==> src/rtl/f_fetch_unit.sv <==
// f_fetch_unit: in-order instruction fetch with tag/data FIFOs, stall and redirect; FETCH_PERF_CNT_EN adds o_perf_bubbles
module f_fetch_unit #(
  parameter logic [31:0] RESET_PC  = 32'h0000_0000,
  parameter int          BUF_DEPTH = 2
) (
  input  logic        clock,
  input  logic        reset,
  output logic        o_imem_req_valid,
  input  logic        i_imem_req_ready,
  output logic [31:0] o_imem_req_addr,
  input  logic        i_imem_resp_valid,
  input  logic [31:0] i_imem_resp_data,
  input  logic        i_redirect_valid,
  input  logic [31:0] i_redirect_pc,
  input  logic        i_stall,
  output logic [31:0] o_instr,
  output logic [31:0] o_instr_pc,
  output logic        o_instr_valid
`ifdef FETCH_PERF_CNT_EN
  ,
  output logic [31:0] o_perf_bubbles
`endif
);
  localparam int          PW    = (BUF_DEPTH > 2) ? 2 : 1;
  localparam logic [31:0] NOP   = 32'h0000_0013;
  localparam logic [2:0]  DEPTH = 3'(BUF_DEPTH);
  logic [31:0]   r_pc;
  logic [2:0]    r_out, r_drop, r_dcnt;
  logic [31:0]   r_tag   [BUF_DEPTH];
  logic [31:0]   r_dpc   [BUF_DEPTH];
  logic [31:0]   r_dword [BUF_DEPTH];
  logic [PW-1:0] r_tag_wr, r_tag_rd, r_dat_wr, r_dat_rd;
  logic          w_accept, w_keep, w_buf_load, w_bypass, w_push, w_pop;
  logic [2:0]    w_used;
  logic [31:0]   w_resp_tag;
  function automatic logic [PW-1:0] inc(input logic [PW-1:0] p);
    return (32'(p) == BUF_DEPTH - 1) ? '0 : p + 1'b1;
  endfunction
  assign w_used           = r_out + r_dcnt;
  assign o_imem_req_valid = !reset && !i_redirect_valid && (w_used < DEPTH);
  assign o_imem_req_addr  = r_pc;
  assign w_accept         = o_imem_req_valid && i_imem_req_ready;
  assign w_resp_tag       = r_tag[r_tag_rd];
  // a response is kept only when no drops are pending and no flush is happening now
  assign w_keep           = i_imem_resp_valid && (r_drop == 0) && !i_redirect_valid;
  assign w_buf_load       = !i_stall && (r_dcnt != 0);
  assign w_bypass         = !i_stall && (r_dcnt == 0) && w_keep;
  assign w_push           = w_keep && !w_bypass;
  assign w_pop            = w_buf_load && !i_redirect_valid;
  // pc, outstanding count, drop count and the in-flight address tags
  always_ff @(posedge clock) begin
    if (reset) begin
      r_pc     <= RESET_PC;
      r_out    <= '0;
      r_drop   <= '0;
      r_tag_wr <= '0;
      r_tag_rd <= '0;
    end else begin
      r_out <= r_out + 3'(w_accept) - 3'(i_imem_resp_valid);
      if (i_imem_resp_valid) r_tag_rd <= inc(r_tag_rd);
      if (w_accept) begin
        r_tag[r_tag_wr] <= r_pc;
        r_tag_wr        <= inc(r_tag_wr);
      end
      if (i_redirect_valid) begin
        r_pc   <= i_redirect_pc & ~32'h3;
        r_drop <= r_out - 3'(i_imem_resp_valid);
      end else begin
        if (w_accept) r_pc <= r_pc + 32'd4;
        if (i_imem_resp_valid && r_drop != 0) r_drop <= r_drop - 3'd1;
      end
    end
  end
  // returned {pc,word} buffer, flushed on redirect
  always_ff @(posedge clock) begin
    if (reset || i_redirect_valid) begin
      r_dcnt   <= '0;
      r_dat_wr <= '0;
      r_dat_rd <= '0;
    end else begin
      r_dcnt <= r_dcnt + 3'(w_push) - 3'(w_pop);
      if (w_pop) r_dat_rd <= inc(r_dat_rd);
      if (w_push) begin
        r_dpc[r_dat_wr]   <= w_resp_tag;
        r_dword[r_dat_wr] <= i_imem_resp_data;
        r_dat_wr          <= inc(r_dat_wr);
      end
    end
  end
  // output register: buffer head, else bypassed response, else bubble; held under stall
  always_ff @(posedge clock) begin
    if (reset) begin
      o_instr       <= NOP;
      o_instr_pc    <= '0;
      o_instr_valid <= 1'b0;
    end else if (i_redirect_valid) begin
      o_instr       <= NOP;
      o_instr_valid <= 1'b0;
    end else if (!i_stall) begin
      o_instr       <= w_buf_load ? r_dword[r_dat_rd] : w_bypass ? i_imem_resp_data : NOP;
      o_instr_pc    <= w_buf_load ? r_dpc[r_dat_rd] : w_bypass ? w_resp_tag : o_instr_pc;
      o_instr_valid <= w_buf_load || w_bypass;
    end
  end
`ifdef FETCH_PERF_CNT_EN
  // saturating count of bubbles issued to decode
  always_ff @(posedge clock) begin
    if (reset) o_perf_bubbles <= '0;
    else if (!i_stall && !i_redirect_valid && !w_buf_load && !w_bypass && !(&o_perf_bubbles))
      o_perf_bubbles <= o_perf_bubbles + 32'd1;
  end
`endif
endmodule
==> config.mk <==
export PLATFORM = sky130hd
export DESIGN_NAME = f_fetch_unit
export DESIGN_NICKNAME = d
export VERILOG_FILES = /design/src/rtl/f_fetch_unit.sv
export SDC_FILE = /design/constraint.sdc
export NUM_CORES = 1
export LEC_CHECK = 0
export ABC_CLOCK_PERIOD_IN_PS = 9300
export BUFFER_PORTS_ARGS = -buffer_cell sky130_fd_sc_hd__buf_2
export CAP_MARGIN = 15
export CORE_MARGIN = 4
export CORE_UTILIZATION = 45
export CTS_CLUSTER_SIZE = 25
export DETAILED_ROUTE_END_ITERATION = 16
export HOLD_SLACK_MARGIN = 0.06
export PLACE_DENSITY = 0.77
export SLEW_MARGIN = 20
export SYNTH_ARGS = -nofsm -noshare
export SYNTH_HDL_FRONTEND = slang
export SYNTH_SLANG_ARGS = --single-unit
==> constraint.sdc <==
create_clock -name clock -period 9.3 [get_ports clock]
set_clock_uncertainty 0.15 [all_clocks]
set_input_delay 1.86 -clock clock [delete_from_list [all_inputs] [get_ports clock]]
set_output_delay 1.86 -clock clock [all_outputs]
set_load 0.05 [all_outputs]
==> out/metrics.cfg <==
[timing]
post-route-min-period_ps=5386
rsz0062_at_grt=false
finalSetupTns_ps=0
worst_pin_slew_ps=1120
relSlewSlack_pct=24.64
finalCritPeriodShare_pct=57.92
hold_viol=0
setup_viol=0
setup_slack_ps=3914
finalMaxSlewViolations=0
fmaxAchievable_mhz=185.7

[clock_network]
clockRootBuffer=clkbuf_16
htree_levels=1
cts_max_path_buffers=3
hold_buffers=0
post_cts_resized=0
clock_latency_ps=540
post_cts_buffers=0
tritoncts=yes
clock_sinks=292
numCtsBuffers=29
path_clk_slew_ps=60

[job]
maxCapViolations=0

[setup_path]
crit_start=reset
path_class=input pin to output port
timing.rr.start=r_out[1]
startpoint_type=input pin
endpoint=o_imem_req_valid
regToRegSetupSlack_ps=4740
crit_path_max_fanout=78
required_ps=7290
cp.arrival_ps=3380
r2r-end=r_out[2]
crit_path_end_kind=output port
reg2reg_depth=13

[die]
io_pins=168
fp.dieH_um=170.5
start_util_pct=45.73
core.rowCount=59
die-area_um2=29070
core_area_um2=25980
fp.dieW_um=170.5

[place]
io_buffers=161
dp.cells=1395
routabilityCongestion=0.8484
place_ws_ps=3487
dpl.hpwl_um=17150

[power_and_ir_drop]
power.switching_uw=710.3
p_per_area_nw_per_um2=209.6
ir_worst_vdd_uv=134.2
clkPwrFrac_pct=39.9
p_int_mw=2.219
p_seq_share_pct=50.0
netSwitchingFraction_pct=24.24
combPwrFrac_pct=10.1
leakage_nw=4.949

[layout]
diodes=0
area_growth_pct=17.62
layout.nets=1173
drive_gt1_share_pct=27.38
layoutNonFillerInstCount=1449

[grt]
grt_pass1_wl_um=42790
grt_util_all_layers_pct=18.20
gr-total-overflow=0
grt_max_degree=79
first_global_vias=7982
antenna_found_initial=0

[synth]
netlist_top_cells_area=edfxtp_1 (46%), dfxtp_1 (18%), mux2_2 (6.2%), nand2_1 (3.2%), mux2i_1 (2.6%)
postSynthAreaPerCell_um2=12.54
synth_cells=948
yosys_register_bits=292
yosysUniqueCellTypes=52
yosysTopAreaCellShare_pct=46.49
netlist_area_um2=11880
ys.flop_type=edfxtp_1
synth_most_common_cell=edfxtp_1
synth_seq_area_share_pct=64.69
synth_common_cells=edfxtp_1 (184), dfxtp_1 (108), nand2_1 (100), mux2_2 (65), clkbuf_1 (58)
synth_edf_count=184
yosys.area.top_type=edfxtp_1
synthArstFlopShare_pct=0
ys_warn_count=0

[detailed_routing]
dr_total_vias=8153
first_pass_iters=4
drtIter0Drc=500
ant_nets=0
wl_per_cell_um=18.89
post-route-drc-count=0
vias_per_cell=5.627
detail_route.wirelength_um=27370

[outcome]
status=completed

[worst_hold_path]
hp-class=flop to flop

kinds of logic after synthesis:
family	synth area share [%]
buf+inv	2.727
xor+xnor	1.084
simple gates	11.66
other cells	0.03156
mux	8.770
flops	64.69
fa+ha+maj	1.453
compound gates	9.592
worst min path at each step:
stage	startpoint	endpoint	depth (start not counted)
floorplan	r_tag_rd	flop	2
global placement	o_instr_pc[17]	o_instr_pc[17]	2
detailed placement	o_instr_pc[22]	o_instr_pc[22]	2
CTS	o_instr_pc[22]	o_instr_pc[22]	2
global route	o_instr_pc[13]	o_instr_pc[13]	2
finish	o_instr_pc[26]	o_instr_pc[26]	2
critical path, stage by stage:
cell and delay (ps):
buf_2 90, buf_4 370, nor2_1 450, nand2_1 120, nor2_1 150, buf_2 300
state kept, by name, indices dropped and copies added, names as in the netlist, named ones only:
register         count
r_dword             64
r_dpc               60
r_tag               60
o_instr             32
o_imem_req_addr     30
o_instr_pc          30
r_dcnt               3
r_drop               3
r_out                3
o_instr_valid        1
r_dat_rd             1
r_dat_wr             1
r_tag_rd             1
r_tag_wr             1
cell type report:
type / instances / area (um2)
well taps: 335 / 419.2
fillers: 2224 / 12010
repair buffers: 177 / 925.9
flip-flops and latches: 292 / 7691
clock inverters: 20 / 209.0
clock buffers: 34 / 764.5
multi-input cells: 577 / 3916
inverters: 14 / 52.55
routing by layer:
layer	GRT usage, %	part of all wire [%]	vias up	wire (um)
li1	-	-	3832	-
met1	24.81	43	3995	11710
met2	29.90	48	268	13200
met3	3.235	6.1	58	1681
met4	5.764	2.8	0	779
met5	0	0	-	0
placed cells by master (no fill, tap or decap), types with 3 or more instances in the layout:
cell type   count
edfxtp_1      184
buf_2         161
dfxtp_1       107
nand2_1       100
mux2_2         65
a21oi_1        57
nor3_1         39
o211ai_1       39
nor2_1         32
nor2b_1        31
mux2i_1        31
a221oi_1       30
clkbuf_16      29
nand4_1        18
a31oi_1        17
buf_4          16
o21ai_0        15
inv_1          14
nand3_1        11
xnor2_1         9
ha_1            9
and3_1          8
or3_1           6
nor4_1          6
clkinv_2        6
clkinv_1        5
and2_1          4
conb_1          4
bufinv_16       4
xor2_1          3
or2_2           3
nand2b_1        3
o22ai_1         3
a211oi_1        3
fa_1            3
clkinvlp_4      3
clkbuf_1        3
power groups by stage:
stage / Sequential [mW] / Combinational (mW) / Clock, mW
after CTS: 1.46 / 0.296 / 1.19
after floorplan: 1.55 / 0.150 / 0
after global placement: 1.49 / 0.286 / 0
after detailed placement: 1.49 / 0.294 / 0
final: 1.46 / 0.295 / 1.17
after global routing: 1.47 / 0.319 / 1.25
stage by stage:
| stage | hold WS (ps) | power [mW] | utilization, % | area [um2] |
|---|---|---|---|---|
| final | 300.8 | 2.930 | 53.79 | 13980 |
| after global routing | 315.9 | 3.038 | 53.79 | 13980 |
| after CTS | 305.5 | 2.952 | 53.79 | 13980 |
| after detailed placement | 297.0 | 1.785 | 50.05 | 13010 |
| after global placement | 291.6 | 1.775 | 50.05 | 13010 |
| after floorplan | 329.9 | 1.696 | - | 11900 |
(Power assumes the default switching activity.)
